<file path="config.mk">
export PLATFORM = sky130hd
export DESIGN_NAME = pulse_propagation_meter
export DESIGN_NICKNAME = d
export VERILOG_FILES = /design/src/rtl/pulse_propagation_meter.sv
export SDC_FILE = /design/constraint.sdc
export NUM_CORES = 1
export LEC_CHECK = 0
export BUFFER_PORTS_ARGS = -buffer_cell sky130_fd_sc_hd__buf_4
export CAP_MARGIN = 20
export CORE_UTILIZATION = 58
export DETAILED_ROUTE_END_ITERATION = 8
export MAX_ROUTING_LAYER = met4
export PLACE_DENSITY = 0.88
export SLEW_MARGIN = 30
export SYNTH_ARGS = -nofsm -noshare
export SYNTH_HDL_FRONTEND = slang
export SYNTH_SLANG_ARGS = --single-unit
</file>
<file path="constraint.sdc">
create_clock -name clk -period 4.3 [get_ports clk]
set_input_delay 0.86 -clock clk [delete_from_list [all_inputs] [get_ports clk]]
set_output_delay 0.86 -clock clk [all_outputs]
set_load 0.02 [all_outputs]
</file>
<file path="src/rtl/pulse_propagation_meter.sv">
// pulse_propagation_meter
//   Measures, in clk cycles, the delay from a common pulser trigger to the
//   restored pulse on each of NUM_CH channels. Each channel has its own
//   timeout, sticky done/timeout flags, and there is a global completion
//   strobe.
//
//   Optional build macro: RESTORE_GLITCH_FILTER_EN
//     When defined, each synchronised restored-pulse bit must stay high for
//     GLITCH_LEN consecutive clocks before its rising edge is recognised.
//     Reported counts then grow by GLITCH_LEN-1. The trigger path is never
//     filtered.
//
// Ports
//   clk                       system clock
//   reset                     asynchronous active-high reset
//   Pulser_Trigger_Request    async trigger; a rising edge starts all channels
//   Restorated_Pulse[NUM_CH]  async restored pulses; a rising edge stops one channel
//   Pulser_IC_Error           synchronous level; aborts all channels while high
//   Timeout_Limit[CNT_W]      timeout count, sampled every cycle
//   Pulse_Propagation_Counter channel i count in [i*CNT_W +: CNT_W]
//   Pulse_Measurement_Done    sticky per-channel valid-measurement flag
//   Pulse_Timeout             sticky per-channel timeout flag
//   Measurement_Busy          high while any channel is counting
//   All_Done                  one-cycle strobe when the last counting channel finishes
module pulse_propagation_meter #(
  parameter int unsigned NUM_CH      = 4,
  parameter int unsigned CNT_W       = 16,
  parameter int unsigned SYNC_STAGES = 2,
  parameter int unsigned GLITCH_LEN  = 3
) (
  input  logic                      clk,
  input  logic                      reset,
  input  logic                      Pulser_Trigger_Request,
  input  logic [NUM_CH-1:0]         Restorated_Pulse,
  input  logic                      Pulser_IC_Error,
  input  logic [CNT_W-1:0]          Timeout_Limit,
  output logic [NUM_CH*CNT_W-1:0]   Pulse_Propagation_Counter,
  output logic [NUM_CH-1:0]         Pulse_Measurement_Done,
  output logic [NUM_CH-1:0]         Pulse_Timeout,
  output logic                      Measurement_Busy,
  output logic                      All_Done
);

  localparam logic [1:0] ST_IDLE    = 2'd0;
  localparam logic [1:0] ST_COUNT   = 2'd1;
  localparam logic [1:0] ST_DONE    = 2'd2;
  localparam logic [1:0] ST_TIMEOUT = 2'd3;

  // ---------------------------------------------------------------------------
  // Input conditioning: SYNC_STAGES synchroniser flops then a registered
  // rising-edge detect, identical on trigger and pulse paths so the count
  // equals the input-to-input delay.
  // ---------------------------------------------------------------------------
  logic [SYNC_STAGES-1:0] trig_sync_q;
  logic                   trig_prev_q;
  logic                   trig_edge_q;
  logic                   trig_lvl;

  logic [NUM_CH-1:0]      pulse_sync_q [SYNC_STAGES];
  logic [NUM_CH-1:0]      pulse_lvl;
  logic [NUM_CH-1:0]      pulse_filt;
  logic [NUM_CH-1:0]      pulse_prev_q;
  logic [NUM_CH-1:0]      pulse_edge_q;

  assign trig_lvl  = trig_sync_q[SYNC_STAGES-1];
  assign pulse_lvl = pulse_sync_q[SYNC_STAGES-1];

  always_ff @(posedge clk or posedge reset) begin
    if (reset) begin
      trig_sync_q  <= '0;
      trig_prev_q  <= 1'b0;
      trig_edge_q  <= 1'b0;
      pulse_prev_q <= '0;
      pulse_edge_q <= '0;
      for (int unsigned s = 0; s < SYNC_STAGES; s++) begin
        pulse_sync_q[s] <= '0;
      end
    end else begin
      trig_sync_q     <= {trig_sync_q[SYNC_STAGES-2:0], Pulser_Trigger_Request};
      trig_prev_q     <= trig_lvl;
      trig_edge_q     <= trig_lvl & ~trig_prev_q;
      pulse_sync_q[0] <= Restorated_Pulse;
      for (int unsigned s = 1; s < SYNC_STAGES; s++) begin
        pulse_sync_q[s] <= pulse_sync_q[s-1];
      end
      pulse_prev_q    <= pulse_filt;
      pulse_edge_q    <= pulse_filt & ~pulse_prev_q;
    end
  end

`ifdef RESTORE_GLITCH_FILTER_EN
  // run_q counts consecutive high samples already seen (saturating); the
  // filtered level rises on the GLITCH_LEN-th consecutive high sample.
  localparam logic [3:0] RUN_MAX = 4'(GLITCH_LEN - 1);

  logic [3:0] run_q [NUM_CH];

  always_ff @(posedge clk or posedge reset) begin
    if (reset) begin
      for (int unsigned i = 0; i < NUM_CH; i++) begin
        run_q[i] <= '0;
      end
    end else begin
      for (int unsigned i = 0; i < NUM_CH; i++) begin
        if (!pulse_lvl[i]) begin
          run_q[i] <= '0;
        end else if (run_q[i] != RUN_MAX) begin
          run_q[i] <= run_q[i] + 4'd1;
        end
      end
    end
  end

  always_comb begin
    pulse_filt = '0;
    for (int unsigned i = 0; i < NUM_CH; i++) begin
      pulse_filt[i] = pulse_lvl[i] && (run_q[i] == RUN_MAX);
    end
  end
`else
  assign pulse_filt = pulse_lvl;
`endif

  // ---------------------------------------------------------------------------
  // Per-channel measurement FSM
  // ---------------------------------------------------------------------------
  logic [1:0]       state_q [NUM_CH];
  logic [1:0]       state_d [NUM_CH];
  logic [CNT_W-1:0] cnt_q   [NUM_CH];
  logic [CNT_W-1:0] cnt_d   [NUM_CH];
  logic [NUM_CH-1:0] done_q, done_d;
  logic [NUM_CH-1:0] tmo_q, tmo_d;
  logic              all_done_q, all_done_d;
  logic              busy, busy_d;

  always_comb begin
    done_d = done_q;
    tmo_d  = tmo_q;
    for (int unsigned i = 0; i < NUM_CH; i++) begin
      state_d[i] = state_q[i];
      cnt_d[i]   = cnt_q[i];
      if (trig_edge_q) begin
        state_d[i] = ST_COUNT;
        cnt_d[i]   = '0;
        done_d[i]  = 1'b0;
        tmo_d[i]   = 1'b0;
      end else if (Pulser_IC_Error) begin
        state_d[i] = ST_IDLE;
        cnt_d[i]   = '0;
        done_d[i]  = 1'b0;
        tmo_d[i]   = 1'b0;
      end else if (state_q[i] == ST_COUNT) begin
        // Timeout check precedes the increment, so the counter never wraps.
        if (cnt_q[i] == Timeout_Limit) begin
          state_d[i] = ST_TIMEOUT;
          tmo_d[i]   = 1'b1;
          cnt_d[i]   = Timeout_Limit;
        end else if (pulse_edge_q[i]) begin
          state_d[i] = ST_DONE;
          done_d[i]  = 1'b1;
          cnt_d[i]   = cnt_q[i] + 1'b1;
        end else begin
          cnt_d[i]   = cnt_q[i] + 1'b1;
        end
      end
    end
  end

  always_comb begin
    busy   = 1'b0;
    busy_d = 1'b0;
    for (int unsigned i = 0; i < NUM_CH; i++) begin
      busy   = busy   | (state_q[i] == ST_COUNT);
      busy_d = busy_d | (state_d[i] == ST_COUNT);
    end
    // Busy falling only counts as completion when no abort caused it.
    all_done_d = busy & ~busy_d & ~trig_edge_q & ~Pulser_IC_Error;
  end

  always_ff @(posedge clk or posedge reset) begin
    if (reset) begin
      done_q     <= '0;
      tmo_q      <= '0;
      all_done_q <= 1'b0;
      for (int unsigned i = 0; i < NUM_CH; i++) begin
        state_q[i] <= ST_IDLE;
        cnt_q[i]   <= '0;
      end
    end else begin
      done_q     <= done_d;
      tmo_q      <= tmo_d;
      all_done_q <= all_done_d;
      for (int unsigned i = 0; i < NUM_CH; i++) begin
        state_q[i] <= state_d[i];
        cnt_q[i]   <= cnt_d[i];
      end
    end
  end

  always_comb begin
    Pulse_Propagation_Counter = '0;
    for (int unsigned i = 0; i < NUM_CH; i++) begin
      Pulse_Propagation_Counter[i*CNT_W +: CNT_W] = cnt_q[i];
    end
  end

  assign Pulse_Measurement_Done = done_q;
  assign Pulse_Timeout          = tmo_q;
  assign Measurement_Busy       = busy;
  assign All_Done               = all_done_q;

endmodule

</file>
==> impl_metrics.toml <==
[power_and_ir_drop]
sw_frac_of_total = 0.298
powerDensity_nw_per_um2 = 278
power.internal_mw = 1.48
comb_power_share = 0.126
power_switching_uw = 626
peakVddDrop_mv = 0.203
p_leak_nw = 3.04
p_seq_frac = 0.474
clockPowerShare = 0.400

[worst_setup_path]
reg2reg_to = "Pulse_Propagation_Counter[18]$_DFFE_PP0P_"
critPathLaunchType = "register"
ff2ff_setup_slack_ns = 1.68
rr_startpoint = "Pulse_Propagation_Counter[21]$_DFFE_PP0P_"
r2r.worst_path.cells = 6
arrival_ns = 2.10
crit_path_end_kind = "primary output"
worstSetupPathType = "register to primary output"
required_ns = 3.44
path_max_fanout = 27

[global_routing]
grt_use_total = 0.361
antenna_found_initial = 0
grt_pass1_vias = 6086
grt_overflow = 0
grt_pass1_wl_mm = 31.6
grt_max_degree = 74

[timing]
fin_crit_ns = 2.96
tightestPinTransition_ns = 0.952
rsz0062_at_grt = "false"
setup_violations = 0
finalMaxSlewViolations = 0
fin_skew_ns = 0.00948
max_freq_mhz = 338
tns_ns = 0
finalHoldViolations = 0
post-route-period-util = 0.688
slew_headroom = 0.365

[die]
start_util = 0.599
coreArea_um2 = 10900
die_area_um2 = 11700
die_w_um = 108
num_rows = 38
io-pin-count = 98
die_h_um = 108

[drt]
vias_per_cell = 6.83
wire_per_inst_um = 20.7
drt_iter0_drc = 770
wl_mm = 19.7
drc = 0
drtAntennaViolNets = 0
dr.pass1.iters = 7
vias = 6515

[flow_run]
maxCapViolCount = 0

[yosys]
ys_top_cells_by_count = "dfrtp_1 (101), nand2_1 (90), nand3_1 (59), a31oi_1 (51), xnor2_1 (48)"
synth_top_area_frac = 0.386
synthArstFlopShare = 1.00
synth.distinct_cells = 56
synth_edf_count = 0
synth_top_cell_by_area = "dfrtp_1"
ys.flop_type = "dfrtp_1"
synth_nets = 781
ys_ff_latch = 101
syn_area_um2 = 6550
synth-seq-area-share = 0.386
synthCells = 753
yosys_warnings = 0
yosysMostFrequentCell = "dfrtp_1"
syn_area_per_cell_um2 = 8.70
synthTopCellsByArea = "dfrtp_1 (39%), xnor2_1 (6.4%), nand2_1 (5.2%)"

[cells_and_area]
fin_nets = 837
fill_cells = 869
fin_util = 0.691
area_growth_pct = 15.5
drive_gt1_frac = 0.183
diodes = 0

[min_path]
whs_endpoint = "pulse_filt[2]$_DFF_PP0_"
worstHoldPathType = "register to register"
hp-start = "pulse_sync_q[6]$_DFF_PP0_"
hold_depth = 0

[cts]
cts_root_buffer = "clkbuf_16"
cts_tree = "built"
clkTransAtPathRegs_ns = 0.08
cts_buffer_depth = 2
post_cts_buffers = 0
ctsHtreeMaxLevel = 3
hold_buffers = 0
clk_latency_ns = 0.36
cts_sinks = 101
cts-resized-gates = 0
cts-buffers-inserted = 9

[placed_design]
numPortBuffers = 97
hpwl_mm = 13.3
routabilityCongestion = 0.972

[status]
outcome = "completed"
[metal layers]
metal / vias up / GRT usage / part of all wire
met1: 3116 / 0.475 / 0.39
li1: 2858 / - / -
met4: 0 / 0.174 / 0.042
met5: - / - / 0
met2: 467 / 0.549 / 0.46
met3: 74 / 0.0536 / 0.11
[flip-flops by register name (all words and copies together) (netlist names)]
name	cells
Pulse_Propagation_Counter	64
All_Done	1
trig_edge_q	1
pulse_filt	4
state_q	8
pulse_edge_q	4
pulse_prev_q	4
Pulse_Timeout	4
pulse_sync_q	4
trig_prev_q	1
trig_sync_q	2
Pulse_Measurement_Done	4
[placed cells by master (no fill, tap or decap), drive strengths merged, types with 7 or more instances in the layout]
cell type	synthesis	final
mux2i	8	8
inv	7	11
clkbuf	32	9
nand3	59	59
nand4	29	29
xor2	16	16
a21oi	20	20
nor2	19	19
a31oi	51	51
nand3b	8	8
nand2	90	90
buf	34	111
o21ai	34	34
o21a	7	7
and3	8	8
and2	19	19
nor2b	15	15
a21o	19	19
dfrtp	101	101
nor4	14	14
or4	16	16
nor3	17	17
a32o	7	7
or3	25	25
xnor2	48	48
[cell type report]
cell class	count	area (um2)	area share
Multi-Input combinational cell	579	3680	0.487
Sequential cell	101	2530	0.334
Timing Repair Buffer	111	833	0.110
Clock buffer	9	225	0.0298
Tap cell	140	175	0.0232
Clock inverter	7	86.3	0.0114
Inverter	7	31.3	0.00414
[power groups by stage]
stage / Sequential [mW] / Combinational [mW] / Clock (mW)
after floorplan: 1.02 / 0.167 / 0
after global placement: 1.01 / 0.249 / 0
after detailed placement: 1.01 / 0.257 / 0
after CTS: 0.995 / 0.259 / 0.849
after global routing: 0.999 / 0.284 / 0.883
final: 0.996 / 0.264 / 0.841
[worst max-delay path by stage]
stage	startpoint	end	slack (ns)
2_1_floorplan	reset	All_Done$_DFF_PP0_	0.79
3_3_place_gp	Timeout_Limit[5]	Pulse_Propagation_Counter[18]$_DFFE_PP0P_	1.35
3_5_place_dp	Timeout_Limit[5]	Pulse_Propagation_Counter[18]$_DFFE_PP0P_	1.20
4_1_cts	state_q[0]$_DFF_PP0_	Measurement_Busy	1.45
5_1_grt	state_q[3]$_DFF_PP0_	Measurement_Busy	1.30
6_report	state_q[0]$_DFF_PP0_	Measurement_Busy	1.34
[worst max-delay path: stages, from the launching register on]
cell and delay (ns):
dfrtp_1 0.44, nand2_1 0.68, nand4_1 0.36, buf_4 0.27
[stage by stage]
step | cells | power, mW | area (um2) | worst slack (ns) | hold WS [ns]
3_5_place_dp | 938 | 1.27 | 7250 | 1.20 | 0.337
3_3_place_gp | 938 | 1.26 | 7250 | 1.35 | 0.333
6_report | 954 | 2.10 | 7560 | 1.34 | 0.353
4_1_cts | 954 | 2.10 | 7560 | 1.45 | 0.355
2_1_floorplan | 753 | 1.18 | 6550 | 0.793 | 0.331
5_1_grt | 954 | 2.17 | 7560 | 1.30 | 0.369
[logic make-up (layout without fill, tap and decap cells)]
kind of cell / count (synthesis) / count (layout) / share of synthesized area
AOI/OAI and AO/OA: 158 / 158 / 0.157
xor gates and xnor gates: 64 / 64 / 0.0856
adders and majority gates: 4 / 4 / 0.00764
buffers and inverters: 73 / 134 / 0.0554
DFF: 101 / 101 / 0.386
muxes: 14 / 14 / 0.0225
and+or+nand+nor: 339 / 339 / 0.286
Power figures use the tool's default switching activity.
